==> src/rtl/mem_stage.sv <==
// MEM pipeline stage. It sits between EX and WB and does the following:
//  - latches the EX result,
//  - waits for the data-SRAM response of an issued request,
//  - aligns and extends load data,
//  - offers the finished instruction to WB over a valid/allowin handshake,
//  - drives the MEM->ID bypass bus.
// After a flush, SRAM responses that belong to killed instructions are counted
// and discarded so they are never taken as the answer for a newer instruction.
module mem_stage #(
    parameter int CANCEL_WIDTH = 2
) (
    input  logic        clock,
    input  logic        reset,
    input  logic        ex_to_mem_valid,
    output logic        mem_allowin,
    input  logic [31:0] ex_pc,
    input  logic [31:0] ex_result,
    input  logic [2:0]  ex_load_op,
    input  logic        ex_req_sent,
    input  logic        ex_write_en,
    input  logic [4:0]  ex_write_register,
    input  logic [47:0] ex_exception_bus,
    input  logic        data_sram_data_ok,
    input  logic [31:0] data_sram_rdata,
    output logic        mem_to_wb_valid,
    input  logic        wb_allowin,
    output logic [31:0] mem_pc,
    output logic        mem_write_en,
    output logic [4:0]  mem_write_register,
    output logic [3:0]  mem_write_strobe,
    output logic [31:0] mem_write_data,
    output logic [47:0] mem_exception_bus,
    input  logic        flush_pipe,
    output logic        mem_to_id_valid,
    output logic        mem_to_id_ready,
    output logic [4:0]  mem_to_id_register,
    output logic [3:0]  mem_to_id_strobe,
    output logic [31:0] mem_to_id_data,
    output logic        mem_cancel_full
);

    localparam logic [CANCEL_WIDTH-1:0] CANCEL_MAX = '1;

    logic                    valid;
    logic                    waiting;
    logic                    buffered;
    logic [CANCEL_WIDTH-1:0] cancel_cnt;
    logic [31:0]             pc_r;
    logic [31:0]             result_r;
    logic [2:0]              load_op_r;
    logic                    write_en_r;
    logic [4:0]              write_register_r;
    logic [47:0]             exception_r;
    logic [31:0]             rdata_buf;

    logic        live_ok;
    logic        ready_go;
    logic        accept;
    logic        capture;
    logic        cnt_inc;
    logic        cnt_dec;
    logic [31:0] rdata_sel;
    logic [31:0] load_data;
    logic [3:0]  load_strobe;

    // Discard counter step: saturating increment, plain decrement.
    function automatic logic [CANCEL_WIDTH-1:0] cancel_next(
        input logic [CANCEL_WIDTH-1:0] cnt,
        input logic                    inc,
        input logic                    dec
    );
        if (inc && !dec)
            return (cnt == CANCEL_MAX) ? cnt : cnt + CANCEL_WIDTH'(1);
        if (dec && !inc)
            return cnt - CANCEL_WIDTH'(1);
        return cnt;
    endfunction

    // A response only belongs to the resident instruction once all stale ones are gone.
    assign live_ok     = data_sram_data_ok && (cancel_cnt == '0);
    assign ready_go    = !waiting || buffered || live_ok;
    assign mem_allowin = !valid || (ready_go && wb_allowin);
    assign accept      = ex_to_mem_valid && mem_allowin && !flush_pipe;
    assign capture     = valid && waiting && !buffered && live_ok && !wb_allowin && !flush_pipe;
    // A flushed instruction still owed a response leaves one stale response in flight.
    assign cnt_inc     = flush_pipe && valid && waiting && !buffered && !live_ok;
    assign cnt_dec     = data_sram_data_ok && (cancel_cnt != '0);

    // Stage occupancy and response-tracking state.
    always_ff @(posedge clock or posedge reset) begin
        if (reset) begin
            valid    <= 1'b0;
            waiting  <= 1'b0;
            buffered <= 1'b0;
        end else if (flush_pipe) begin
            valid    <= 1'b0;
            waiting  <= 1'b0;
            buffered <= 1'b0;
        end else if (mem_allowin) begin
            valid    <= ex_to_mem_valid;
            waiting  <= ex_to_mem_valid && ex_req_sent;
            buffered <= 1'b0;
        end else if (capture) begin
            buffered <= 1'b1;
        end
    end

    // Count of SRAM responses still owed to flushed instructions.
    always_ff @(posedge clock or posedge reset) begin
        if (reset)
            cancel_cnt <= '0;
        else
            cancel_cnt <= cancel_next(cancel_cnt, cnt_inc, cnt_dec);
    end

    // Latch the EX bus when an instruction is accepted.
    always_ff @(posedge clock or posedge reset) begin
        if (reset) begin
            pc_r             <= '0;
            result_r         <= '0;
            load_op_r        <= '0;
            write_en_r       <= 1'b0;
            write_register_r <= '0;
            exception_r      <= '0;
        end else if (accept) begin
            pc_r             <= ex_pc;
            result_r         <= ex_result;
            load_op_r        <= ex_load_op;
            write_en_r       <= ex_write_en;
            write_register_r <= ex_write_register;
            exception_r      <= ex_exception_bus;
        end
    end

    // Hold read data that arrived while WB was stalled.
    always_ff @(posedge clock or posedge reset) begin
        if (reset)
            rdata_buf <= '0;
        else if (capture)
            rdata_buf <= data_sram_rdata;
    end

    assign rdata_sel = buffered ? rdata_buf : data_sram_rdata;

    // Align and extend load data by the low address bits; LWL/LWR merge via strobes.
    always_comb begin
        logic [1:0]  a;
        logic [31:0] shifted;
        logic [15:0] half;
        a           = result_r[1:0];
        shifted     = rdata_sel >> {a, 3'b000};
        half        = a[1] ? rdata_sel[31:16] : rdata_sel[15:0];
        load_data   = result_r;
        load_strobe = 4'b1111;
        case (load_op_r)
            3'd1: load_data = rdata_sel;
            3'd2: load_data = {{24{shifted[7]}}, shifted[7:0]};
            3'd3: load_data = {24'd0, shifted[7:0]};
            3'd4: load_data = {{16{half[15]}}, half};
            3'd5: load_data = {16'd0, half};
            3'd6: begin
                load_data   = rdata_sel << {~a, 3'b000};
                load_strobe = 4'b1111 << ~a;
            end
            3'd7: begin
                load_data   = shifted;
                load_strobe = 4'b1111 >> a;
            end
            default: ;
        endcase
    end

    assign mem_to_wb_valid    = valid && ready_go;
    assign mem_pc             = pc_r;
    // Bit 0 of the exception bus is the exception-valid flag.
    assign mem_write_en       = write_en_r && !exception_r[0];
    assign mem_write_register = write_register_r;
    assign mem_write_strobe   = valid ? load_strobe : 4'b0000;
    assign mem_write_data     = load_data;
    assign mem_exception_bus  = exception_r;

    assign mem_to_id_valid    = valid && mem_write_en;
    assign mem_to_id_ready    = valid && ready_go;
    assign mem_to_id_register = write_register_r;
    assign mem_to_id_strobe   = valid ? load_strobe : 4'b0000;
    assign mem_to_id_data     = load_data;
    assign mem_cancel_full    = (cancel_cnt == CANCEL_MAX);

endmodule

==> config.mk <==
export PLATFORM = sky130hd
export DESIGN_NAME = mem_stage
export DESIGN_NICKNAME = d
export VERILOG_FILES = /design/src/rtl/mem_stage.sv
export SDC_FILE = /design/constraint.sdc
export NUM_CORES = 1
export LEC_CHECK = 0
export CAP_MARGIN = 15
export CORE_MARGIN = 10
export CORE_UTILIZATION = 49
export CTS_CLUSTER_DIAMETER = 60
export DETAILED_ROUTE_END_ITERATION = 16
export HOLD_SLACK_MARGIN = 0.05
export PLACE_DENSITY = 0.85
export SLEW_MARGIN = 20
export SYNTH_ARGS = -nofsm -noshare
export SYNTH_HDL_FRONTEND = slang
export SYNTH_SLANG_ARGS = --single-unit
==> constraint.sdc <==
create_clock -name clock -period 8.5 [get_ports clock]
set_input_delay 1.275 -clock clock [delete_from_list [all_inputs] [get_ports clock]]
set_output_delay 1.275 -clock clock [all_outputs]
set_load 0.1 [all_outputs]
==> impl_metrics.xml, run 1 <==
<?xml version="1.0" encoding="UTF-8"?>
<metrics>
  <group name="outcome">
    <metric name="status" unit="">finished clean</metric>
  </group>
  <group name="logic_synthesis">
    <metric name="synth-edff-count" unit="">0</metric>
    <metric name="yosys_warnings" unit="">0</metric>
    <metric name="yosysTopAreaCell" unit="">sky130_fd_sc_hd__dfrtp_1</metric>
    <metric name="syn_nets" unit="">851</metric>
    <metric name="synth.avg_cell_area" unit="µm²">12.9</metric>
    <metric name="async_flop_share" unit="%">100</metric>
    <metric name="yosys_register_bits" unit="">158</metric>
    <metric name="synth_top_cell_area_share" unit="%">44.8</metric>
    <metric name="seq_total_area_yosys" unit="%">44.8</metric>
    <metric name="syn_area" unit="µm²">8820</metric>
    <metric name="post_synth_inst_count" unit="">686</metric>
    <metric name="synthDistinctLibCells" unit="">50</metric>
    <metric name="ys_top_cells_by_area" unit="">sky130_fd_sc_hd__dfrtp_1, sky130_fd_sc_hd__mux2_4, sky130_fd_sc_hd__mux2_2</metric>
    <metric name="synth_flop_cell" unit="">sky130_fd_sc_hd__dfrtp_1</metric>
  </group>
  <group name="power">
    <metric name="power.share.combinational" unit="%">59.0</metric>
    <metric name="max-vdd-ir-drop" unit="V">0.000278</metric>
    <metric name="power.sequential.fraction" unit="%">22.2</metric>
    <metric name="p_sw" unit="mW">2.34</metric>
    <metric name="p_leak" unit="nW">5.26</metric>
    <metric name="report.power.total" unit="mW">4.33</metric>
    <metric name="clock_power_share" unit="%">18.8</metric>
    <metric name="power_density" unit="nW/µm²">348</metric>
    <metric name="p_int" unit="mW">1.99</metric>
    <metric name="swShare" unit="%">54.1</metric>
  </group>
  <group name="route">
    <metric name="detailroute.via_count" unit="">6670</metric>
    <metric name="drc" unit="">0</metric>
    <metric name="detail_route.vias_per_cell" unit="">5.57</metric>
    <metric name="drt-initial-drc-count" unit="">564</metric>
    <metric name="drt_pass1_iterations" unit="">7</metric>
    <metric name="route.detailed.wl_per_inst" unit="µm">24.7</metric>
    <metric name="drt_wl_total" unit="mm">29.6</metric>
    <metric name="antenna_left" unit="">0</metric>
  </group>
  <group name="global_routing">
    <metric name="antenna_violations_before_repair" unit="">0</metric>
    <metric name="vias_in_the_first_global_route" unit="">7046</metric>
    <metric name="overflow" unit="">0</metric>
    <metric name="grt_pass1_wl" unit="mm">43.8</metric>
    <metric name="grt_start_max_net_pins" unit="">82</metric>
    <metric name="global_route.usage.total" unit="%">23.8</metric>
  </group>
  <group name="hold_path">
    <metric name="min-delay-path-class" unit="">flip-flop to flip-flop</metric>
  </group>
  <group name="clock_network">
    <metric name="clk_path_buf_depth" unit="">2</metric>
    <metric name="cts-resized-gates" unit="">0</metric>
    <metric name="post_cts_hold_buffer_count" unit="">0</metric>
    <metric name="tritoncts_num_sinks" unit="">158</metric>
    <metric name="post-cts-setup-buffers" unit="">0</metric>
    <metric name="tritoncts_clock_tree" unit="">built</metric>
    <metric name="cts_clock_pin_slew_for_the_worst_setup_and_hold_paths" unit="ps">60</metric>
    <metric name="clk_latency" unit="ps">420</metric>
    <metric name="htree_levels" unit="">4</metric>
    <metric name="cts_buffers" unit="">17</metric>
    <metric name="clockRootBuffer" unit="">sky130_fd_sc_hd__clkbuf_16</metric>
  </group>
  <group name="die">
    <metric name="floorplan.die.height" unit="µm">154</metric>
    <metric name="floorplan.die.width" unit="µm">154</metric>
    <metric name="starting_density_of_the_core" unit="%">49.5</metric>
    <metric name="fp-row-count" unit="">49</metric>
    <metric name="die_area" unit="µm²">23800</metric>
    <metric name="core_area" unit="µm²">17800</metric>
    <metric name="i_o_pins" unit="">328</metric>
  </group>
  <group name="worst_setup_path">
    <metric name="worstPathArrival" unit="ps">4670</metric>
    <metric name="worst_ep_required_time" unit="ps">7220</metric>
    <metric name="worst_path_largest_cell_delay" unit="ps">1230</metric>
    <metric name="setup.worst_path.start_class" unit="">flip-flop</metric>
    <metric name="crit_chain" unit="">buf_4 -&gt; and2_1 -&gt; a31oi_2 -&gt; nor2_1 -&gt; a22oi_1 -&gt; a221oi_1 -&gt; clkdlybuf4s50_1</metric>
    <metric name="worst_setup_path_end_kind" unit="">output pin</metric>
    <metric name="cpMaxStageDelayCell" unit="">sky130_fd_sc_hd__clkdlybuf4s50_1</metric>
    <metric name="path_max_fanout" unit="">22</metric>
    <metric name="worst-setup-path-type" unit="">flip-flop to output pin</metric>
  </group>
  <group name="placement">
    <metric name="placement.io_buffers" unit="">327</metric>
    <metric name="place.detailed.hpwl" unit="mm">23.0</metric>
    <metric name="gp_congestion" unit="">0.994</metric>
    <metric name="dpl_cell_area" unit="µm²">11800</metric>
  </group>
  <group name="sta">
    <metric name="final_hold_viols" unit="">0</metric>
    <metric name="timing.final.max_slew_violations" unit="">0</metric>
    <metric name="grt_setup_unrepaired" unit="">false</metric>
    <metric name="slew_headroom" unit="%">25.8</metric>
    <metric name="tns_setup" unit="ps">0</metric>
    <metric name="clock_skew" unit="ps">8.07</metric>
    <metric name="finalSetupViolCount" unit="">0</metric>
    <metric name="max_freq" unit="MHz">168</metric>
    <metric name="worst_pin_slew" unit="ps">1110</metric>
    <metric name="min_period_over_period" unit="%">69.9</metric>
    <metric name="finalCriticalPeriod" unit="ps">5940</metric>
  </group>
  <group name="cells_and_area">
    <metric name="total_number_of_nets_in_the_final_design" unit="">1121</metric>
    <metric name="post_route_cells_drive_above_1_share" unit="%">23.7</metric>
    <metric name="finalInstanceArea" unit="µm²">12500</metric>
    <metric name="layout.cells.most_common_list" unit="">sky130_fd_sc_hd__clkdlybuf4s50_1, sky130_fd_sc_hd__dfrtp_1, sky130_fd_sc_hd__mux2_4, sky130_fd_sc_hd__mux2_2, sky130_fd_sc_hd__mux2i_1</metric>
    <metric name="filler_cell_count" unit="">1234</metric>
    <metric name="layout.cells.most_common" unit="">sky130_fd_sc_hd__clkdlybuf4s50_1</metric>
    <metric name="syn2layout_area_growth" unit="%">41.2</metric>
    <metric name="antennaDiodeCount" unit="">0</metric>
  </group>
  <group name="run">
    <metric name="cap_viol_max_count" unit="">0</metric>
  </group>
</metrics>
-- stage by stage --
stage,setup WS [ps],util (%),std cells,hold WS (ps)
finish,2560,69.8,1198,507
global placement,2970,66.3,1166,481
detailed placement,2970,66.3,1166,487
floorplan,2340,-,686,474
CTS,2670,69.8,1198,506
global route,2420,69.8,1198,519
-- routing by layer --
metal | GRT usage (%) | routed length (µm)
met1 | 26.9 | 11000
met2 | 40.1 | 14700
met3 | 8.57 | 2830
met4 | 9.09 | 1020
met5 | 0 | 0
-- power by group through the flow --
| stage | sequential [mW] | combinational (mW) | clock [mW] |
|---|---|---|---|
| 2_1_floorplan | 1.47 | 1.53 | 0 |
| 3_3_place_gp | 0.967 | 2.54 | 0 |
| 3_5_place_dp | 0.970 | 2.56 | 0 |
| 4_1_cts | 0.962 | 2.56 | 0.826 |
| 5_1_grt | 0.978 | 2.62 | 0.858 |
| 6_report | 0.963 | 2.55 | 0.813 |
-- sequential cells by signal, indices dropped and copies added (netlist names), 2 cells and up --
| signal | count |
|---|---|
| mem_exception_bus | 48 |
| cancel_cnt | 2 |
| rdata_buf | 32 |
| load_op_r | 3 |
| mem_pc | 32 |
| result_r | 32 |
| mem_to_id_register | 5 |
-- logic make-up (layout without fill, tap and decap cells) --
group	count (synthesis)	after routing	synth area share [%]
compound gates	124	124	10.8
fa+ha+maj	5	5	0.709
buf+inv	96	379	7.59
flops	158	158	44.8
mux	214	214	31.2
simple gates	89	89	4.92
-- cells in the mapped netlist, types with 6 or more instances --
master,instances
sky130_fd_sc_hd__o21ai_0,13
sky130_fd_sc_hd__a222oi_1,7
sky130_fd_sc_hd__o22a_1,17
sky130_fd_sc_hd__o22ai_1,9
sky130_fd_sc_hd__nand3_1,8
sky130_fd_sc_hd__nand2_1,26
sky130_fd_sc_hd__dfrtp_1,158
sky130_fd_sc_hd__nand2b_1,6
sky130_fd_sc_hd__buf_6,14
sky130_fd_sc_hd__a21oi_1,17
sky130_fd_sc_hd__o32a_1,6
sky130_fd_sc_hd__nor2_1,26
sky130_fd_sc_hd__clkbuf_1,6
sky130_fd_sc_hd__o221ai_1,7
sky130_fd_sc_hd__a22oi_1,11
sky130_fd_sc_hd__mux2_4,90
sky130_fd_sc_hd__mux2i_1,33
sky130_fd_sc_hd__nor2b_1,6
sky130_fd_sc_hd__buf_4,45
sky130_fd_sc_hd__mux2_2,87
sky130_fd_sc_hd__inv_1,15
sky130_fd_sc_hd__buf_2,15
-- layout make-up --
| class | instances | area [µm²] | share of cell area [%] |
|---|---|---|---|
| tap | 229 | 287 | 2.30 |
| clock buffer | 17 | 425 | 3.41 |
| multi-input combinational | 432 | 4210 | 33.8 |
| inverter | 15 | 61.3 | 0.492 |
| sequential | 158 | 3960 | 31.8 |
| timing repair buffer | 332 | 3310 | 26.6 |
| clock inverter | 15 | 201 | 1.62 |
-- critical path, delay by kind of cell, from the launching register on --
family,cells,cell delay (ps)
simple gates,2,880
flops,1,870
compound gates,3,840
buf+inv,2,1640
-- final timing paths --
kind	depth (start not counted)	slack (ps)	endpoint	from
max	7	2560	mem_to_id_data[6]	result_r[0]$_DFFE_PP0P_
min	1	510	rdata_buf[1]$_DFFE_PP0P_	rdata_buf[1]$_DFFE_PP0P_
min reg2reg	1	510	rdata_buf[1]$_DFFE_PP0P_	rdata_buf[1]$_DFFE_PP0P_
max reg2reg	6	4840	mem_pc[21]$_DFFE_PP0P_	buffered$_DFFE_PP0P_
min in group asynchronous	2	1340	mem_pc[12]$_DFFE_PP0P_	reset
max in group asynchronous	3	5910	buffered$_DFFE_PP0P_	reset
No activity file was read; power rests on OpenSTA's default activity.
==> run 2, diff against run 1 <==
Settings changed: CORE_UTILIZATION 49 to 41, PLACE_DENSITY 0.85 to 0.76.
Clock period 8.5 ns to 5.4 ns, I/O delays scaled along.
==> run 2 against run 1 <==
Against the previous run: register-to-register slack got worse by 2300 ps; cell area fell by 0.86%; die area rose by 17%; critical path depth did not move; routed wire length rose by 0.57%; clock skew rose by 3.0 ps; sequential power rose by 56%; first-iteration DRC count rose by 17%; sequential share of layout area rose by 0.26 points; hold slack got worse by 2.8 ps; combinational power rose by 56%; via count rose by 1.0%; highest routed layer unchanged.
==> impl_metrics.xml, run 2 (same netlist as run 1, synthesis figures left out) <==
<?xml version="1.0" encoding="UTF-8"?>
<metrics>
  <group name="worst_setup_path">
    <metric name="reg2reg_slack" unit="ps">2550</metric>
    <metric name="path_max_fanout" unit="">32</metric>
    <metric name="cpMaxStageDelayCell" unit="">sky130_fd_sc_hd__dfrtp_2</metric>
    <metric name="setup.worst_path.start_class" unit="">flip-flop</metric>
    <metric name="cp_top_family" unit="">flip-flops</metric>
    <metric name="crit_chain" unit="">buf_4 -&gt; mux2i_1 -&gt; mux4_2 -&gt; nand2_1 -&gt; a222oi_1 -&gt; a221oi_1 -&gt; buf_4</metric>
    <metric name="crit_top_cell" unit="">sky130_fd_sc_hd__buf_4</metric>
    <metric name="worst-setup-path-type" unit="">flip-flop to output pin</metric>
    <metric name="worstPathArrival" unit="ps">3440</metric>
    <metric name="worst_setup_path_end_kind" unit="">output pin</metric>
    <metric name="worst_ep_required_time" unit="ps">4590</metric>
    <metric name="worstReg2RegEnd" unit="">result_r[24]$_DFFE_PP0P_</metric>
    <metric name="worst_path_largest_cell_delay" unit="ps">890</metric>
    <metric name="r2r.worst_path.cells" unit="">6</metric>
    <metric name="cp_num_buf_inv" unit="">2</metric>
    <metric name="regToRegStartpoint" unit="">buffered$_DFFE_PP0P_</metric>
  </group>
  <group name="sta">
    <metric name="min_period_over_period" unit="%">78.8</metric>
    <metric name="finalCriticalPeriod" unit="ps">4250</metric>
    <metric name="grt_setup_unrepaired" unit="">false</metric>
    <metric name="worst_pin_slew" unit="ps">1070</metric>
    <metric name="clock_skew" unit="ps">11.1</metric>
    <metric name="max_freq" unit="MHz">235</metric>
    <metric name="finalSetupViolCount" unit="">0</metric>
    <metric name="timing.final.max_slew_violations" unit="">0</metric>
    <metric name="tns_setup" unit="ps">0</metric>
    <metric name="slew_headroom" unit="%">28.3</metric>
    <metric name="final_hold_viols" unit="">0</metric>
    <metric name="fin_ws" unit="ps">1150</metric>
  </group>
  <group name="power">
    <metric name="report.power.total" unit="mW">6.68</metric>
    <metric name="max-vdd-ir-drop" unit="V">0.000369</metric>
    <metric name="power_density" unit="nW/µm²">540</metric>
    <metric name="p_leak" unit="nW">5.34</metric>
  </group>
  <group name="clock_network">
    <metric name="cts_buffers" unit="">17</metric>
    <metric name="tritoncts_num_sinks" unit="">158</metric>
    <metric name="clk_latency" unit="ps">430</metric>
    <metric name="cts-resized-gates" unit="">0</metric>
    <metric name="clk_path_buf_depth" unit="">2</metric>
    <metric name="post_cts_hold_buffer_count" unit="">0</metric>
    <metric name="tritoncts_clock_tree" unit="">built</metric>
    <metric name="post-cts-setup-buffers" unit="">0</metric>
    <metric name="cts_clock_pin_slew_for_the_worst_setup_and_hold_paths" unit="ps">70</metric>
    <metric name="clockRootBuffer" unit="">sky130_fd_sc_hd__clkbuf_16</metric>
    <metric name="htree_levels" unit="">4</metric>
  </group>
  <group name="hold_path">
    <metric name="worst_hold_startpoint" unit="">rdata_buf[1]$_DFFE_PP0P_</metric>
    <metric name="whs_endpoint" unit="">rdata_buf[1]$_DFFE_PP0P_</metric>
    <metric name="min-delay-path-class" unit="">flip-flop to flip-flop</metric>
    <metric name="hold-path-cell-count" unit="">1</metric>
  </group>
  <group name="global_routing">
    <metric name="antenna_violations_before_repair" unit="">2</metric>
    <metric name="global_route.usage.total" unit="%">20.6</metric>
    <metric name="grt_pass1_wl" unit="mm">44.8</metric>
    <metric name="grt_start_max_net_pins" unit="">122</metric>
    <metric name="vias_in_the_first_global_route" unit="">7083</metric>
    <metric name="overflow" unit="">0</metric>
  </group>
  <group name="placement">
    <metric name="detailedPlace.worstSlack" unit="ps">1530</metric>
    <metric name="gp_congestion" unit="">1.04</metric>
    <metric name="place.detailed.hpwl" unit="mm">23.1</metric>
    <metric name="placement.io_buffers" unit="">327</metric>
  </group>
  <group name="die">
    <metric name="floorplan.die.height" unit="µm">167</metric>
    <metric name="starting_density_of_the_core" unit="%">41.8</metric>
    <metric name="i_o_pins" unit="">328</metric>
    <metric name="fp-row-count" unit="">53</metric>
    <metric name="die_area" unit="µm²">27800</metric>
    <metric name="floorplan.die.width" unit="µm">167</metric>
    <metric name="core_area" unit="µm²">21100</metric>
  </group>
  <group name="route">
    <metric name="detail_route.vias_per_cell" unit="">5.39</metric>
    <metric name="drt-initial-drc-count" unit="">658</metric>
    <metric name="drc" unit="">0</metric>
    <metric name="detailroute.via_count" unit="">6737</metric>
    <metric name="drt_pass1_iterations" unit="">5</metric>
    <metric name="route.detailed.wl_per_inst" unit="µm">23.8</metric>
    <metric name="drt_wl_total" unit="mm">29.7</metric>
    <metric name="antenna_left" unit="">0</metric>
  </group>
  <group name="cells_and_area">
    <metric name="layout.cells.most_common" unit="">sky130_fd_sc_hd__clkdlybuf4s50_1</metric>
    <metric name="post_route_cells_drive_above_1_share" unit="%">30.5</metric>
    <metric name="total_number_of_nets_in_the_final_design" unit="">1124</metric>
    <metric name="layout.cells.most_common_list" unit="">sky130_fd_sc_hd__clkdlybuf4s50_1, sky130_fd_sc_hd__dfrtp_1, sky130_fd_sc_hd__mux2_4, sky130_fd_sc_hd__mux2_2, sky130_fd_sc_hd__buf_4</metric>
    <metric name="largest_register_ffs" unit="">48</metric>
    <metric name="syn2layout_area_growth" unit="%">40.0</metric>
  </group>
  <group name="outcome">
    <metric name="status" unit="">finished clean</metric>
  </group>
  <group name="run">
    <metric name="cap_viol_max_count" unit="">0</metric>
  </group>
</metrics>
## run 2: through the flow
step	instance area (µm²)	utilization, %	hold slack [ps]	cells
after floorplan	8820	-	474	686
after detailed placement	11800	55.7	487	1215
after global placement	11800	55.7	481	1215
after CTS	12300	58.5	505	1247
final	12400	58.6	504	1249
after global routing	12300	58.5	519	1247
## run 2: report_power, final
group	internal (mW)	switching, mW	total, mW
registers	1.36	0.136	1.50
logic	0.957	3.02	3.98
clock network	0.622	0.579	1.20
total	2.94	3.74	6.68
## run 2: worst register-to-register path: cells and delay by family (launching register included)
family,cells,cell delay [ps]
compound gates,1,200
buf+inv,1,580
flops,1,890
mux,1,620
simple gates,3,450
## run 2: per-layer routing
metal / global-route usage [%] / vias up / part of all wire, %
met5: 0 / - / 0
met4: 6.19 / 0 / 2.4
met3: 8.43 / 52 / 10
met2: 35.3 / 363 / 50
met1: 22.9 / 3288 / 38
li1: - / 3034 / -
## run 2: worst max-delay path by stage
stage | endpoint | slack, ps | startpoint | cells after the start
2_1_floorplan | mem_write_data[0] | 170 | data_sram_rdata[24] | 6
6_report | mem_to_id_data[4] | 1150 | buffered$_DFFE_PP0P_ | 7
3_5_place_dp | mem_to_id_data[2] | 1530 | data_sram_rdata[18] | 7
5_1_grt | mem_write_data[2] | 970 | buffered$_DFFE_PP0P_ | 7
3_3_place_gp | mem_write_data[4] | 1520 | data_sram_rdata[28] | 7
4_1_cts | mem_to_id_data[2] | 1090 | buffered$_DFFE_PP0P_ | 7
## run 2: area by class of cell
| type | count | area (µm²) |
|---|---|---|
| Sequential cell | 158 | 3960 |
| Fill cell | 1733 | 8740 |
| Inverter | 15 | 61.3 |
| Timing Repair Buffer | 335 | 3190 |
| Antenna cell | 2 | 5.00 |
| Clock inverter | 15 | 168 |
| Clock buffer | 17 | 425 |
| Tap cell | 275 | 344 |
| Multi-Input combinational cell | 432 | 4210 |
==> patch, RTL diff (config.mk and constraints of run 2) <==
The parameter `CANCEL_WIDTH` goes from 2 to 4.
--- a/src/rtl/mem_stage.sv
+++ b/src/rtl/mem_stage.sv
@@ -7,7 +7,7 @@
 // After a flush, SRAM responses that belong to killed instructions are counted
 // and discarded so they are never taken as the answer for a newer instruction.
 module mem_stage #(
-    parameter int CANCEL_WIDTH = 2
+    parameter int CANCEL_WIDTH = 4
 ) (
     input  logic        clock,
     input  logic        reset,
Check against the original RTL: same outputs for any inputs over 4 cycles, from zero or initial values and one cycle with reset high; that may be too few to reach the edited logic, so the function may still have changed.
==> patch against run 2 <==
- area after synthesis shrank 4.4%
- via count grew 1.9%
- sequential cell count grew 2
- routed wire length shrank 2.9%
- total power grew 1.1%
- cell area shrank 2.8%
- first-iteration DRC count shrank 9.7%
- synthesized cell count grew 2.5%
- count of clock-buffer cells in the layout is the same
- setup slack gained 0.088 ns
==> patch: results (changes against run 2) <==
R2R cell count=5 (was 6); Placed Cells=1222 (was 1215); Worst Clk Skew=0.00807 ns (was 0.0111 ns); hpwl dp=22.4 mm (was 23.1 mm); Least-Margin Pin Slew=1.13 ns (was 1.07 ns); peak supply drop=0.447 mV (was 0.369 mV); final WL=28.9 mm (was 29.7 mm); DR iter-0 viols=594 (was 658); net count after synthesis=867 (was 851); top post-synthesis cells by count=160 x dfrtp_1, 90 x mux2_1, 80 x mux2_2, 45 x buf_4, 31 x a21oi_1 (was 158 x dfrtp_1, 90 x mux2_4, 87 x mux2_2, 45 x buf_4, 33 x mux2i_1); pin count of the biggest net entering global routing=87 (was 122); First-pass DRT Iterations=7 (was 5); critical path's largest stage delay=1.01 ns (was 0.89 ns); total track usage=0.208 (was 0.206); initial antenna violation count=8 (was 2); Leakage=5.03 nW (was 5.34 nW); Data arrival, critical path=3.36 ns (was 3.44 ns); nets=1135 (was 1124); layout cell share with drive strength beyond 1=0.195 (was 0.305); first-pass GRT wire length=43.1 mm (was 44.8 mm); Netlist cell types=52 (was 50); top cells by area, synth=dfrtp_1 47%, mux2_1 12%, mux2_2 11% (was dfrtp_1 45%, mux2_4 15%, mux2_2 11%); final std cells w/o fill=1256 (was 1249); gpl congestion=0.986 (was 1.04); status=finished, final reports clean (unchanged); CP Max Fanout=40 (was 32); via/cell ratio=5.46 (was 5.39)
-- patch: where the power goes --
group / internal [mW] / switching (mW)
Sequential: 1.38 / 0.130
Combinational: 0.876 / 3.07
Clock: 0.745 / 0.540
-- patch: per-layer routing --
metal / wire (um) / track usage
met5: 54 / 0
met4: 754 / 0.0747
met3: 3000 / 0.0944
met2: 14600 / 0.354
met1: 10500 / 0.223
-- patch: cell families (layout without fill, tap and decap cells) --
family / Yosys count / after routing / synth area share
muxes: 197 / 197 / 0.259
buffers and inverters: 103 / 383 / 0.0762
AOI/OAI and AO/OA: 154 / 154 / 0.132
DFF: 160 / 160 / 0.474
xor gates and xnor gates: 1 / 1 / 0.00104
and+or+nand+nor: 84 / 84 / 0.0516
other: 0 / 3 / 0
adders and majority gates: 4 / 4 / 0.00593
-- patch: final cells by class --
class                   instances  area, um^2
clock inverters                14         194
clock buffers                  17         425
flip-flops and latches        160        4010
repair buffers                335        3170
well taps                     270         338
diodes                          3        7.51
multi-input cells             440        3800
fillers                      1689        8220
inverters                      17        68.8
-- patch: worst max-delay path, delay by kind of cell (launching register included) --
kind                   cells  cell delay [ns]
flip-flops                 1             1.01
AO/OA/AOI/OAI              4             0.93
buffers and inverters      2             0.47
multiplexers               1             0.49
-- patch: final timing paths --
path / from / end / slack (ns)
hold / removal: write_en_r / write_en_r / 0.48
hold reg to reg: write_en_r / write_en_r / 0.48
setup reg to reg: buffered / mem_pc[4] / 2.23
min in group asynchronous: reset / mem_exception_bus[18] / 0.93
setup / recovery: buffered / mem_to_id_data[23] / 1.23
max in group asynchronous: reset / mem_pc[30] / 3.43
-- patch: through the flow --
step | setup WS (ns) | instance area, um^2
CTS | 1.23 | 12000
global route | 1.07 | 12000
detailed placement | 1.52 | 11400
floorplan | 0.270 | 8440
global placement | 1.55 | 11400
finish | 1.23 | 12000
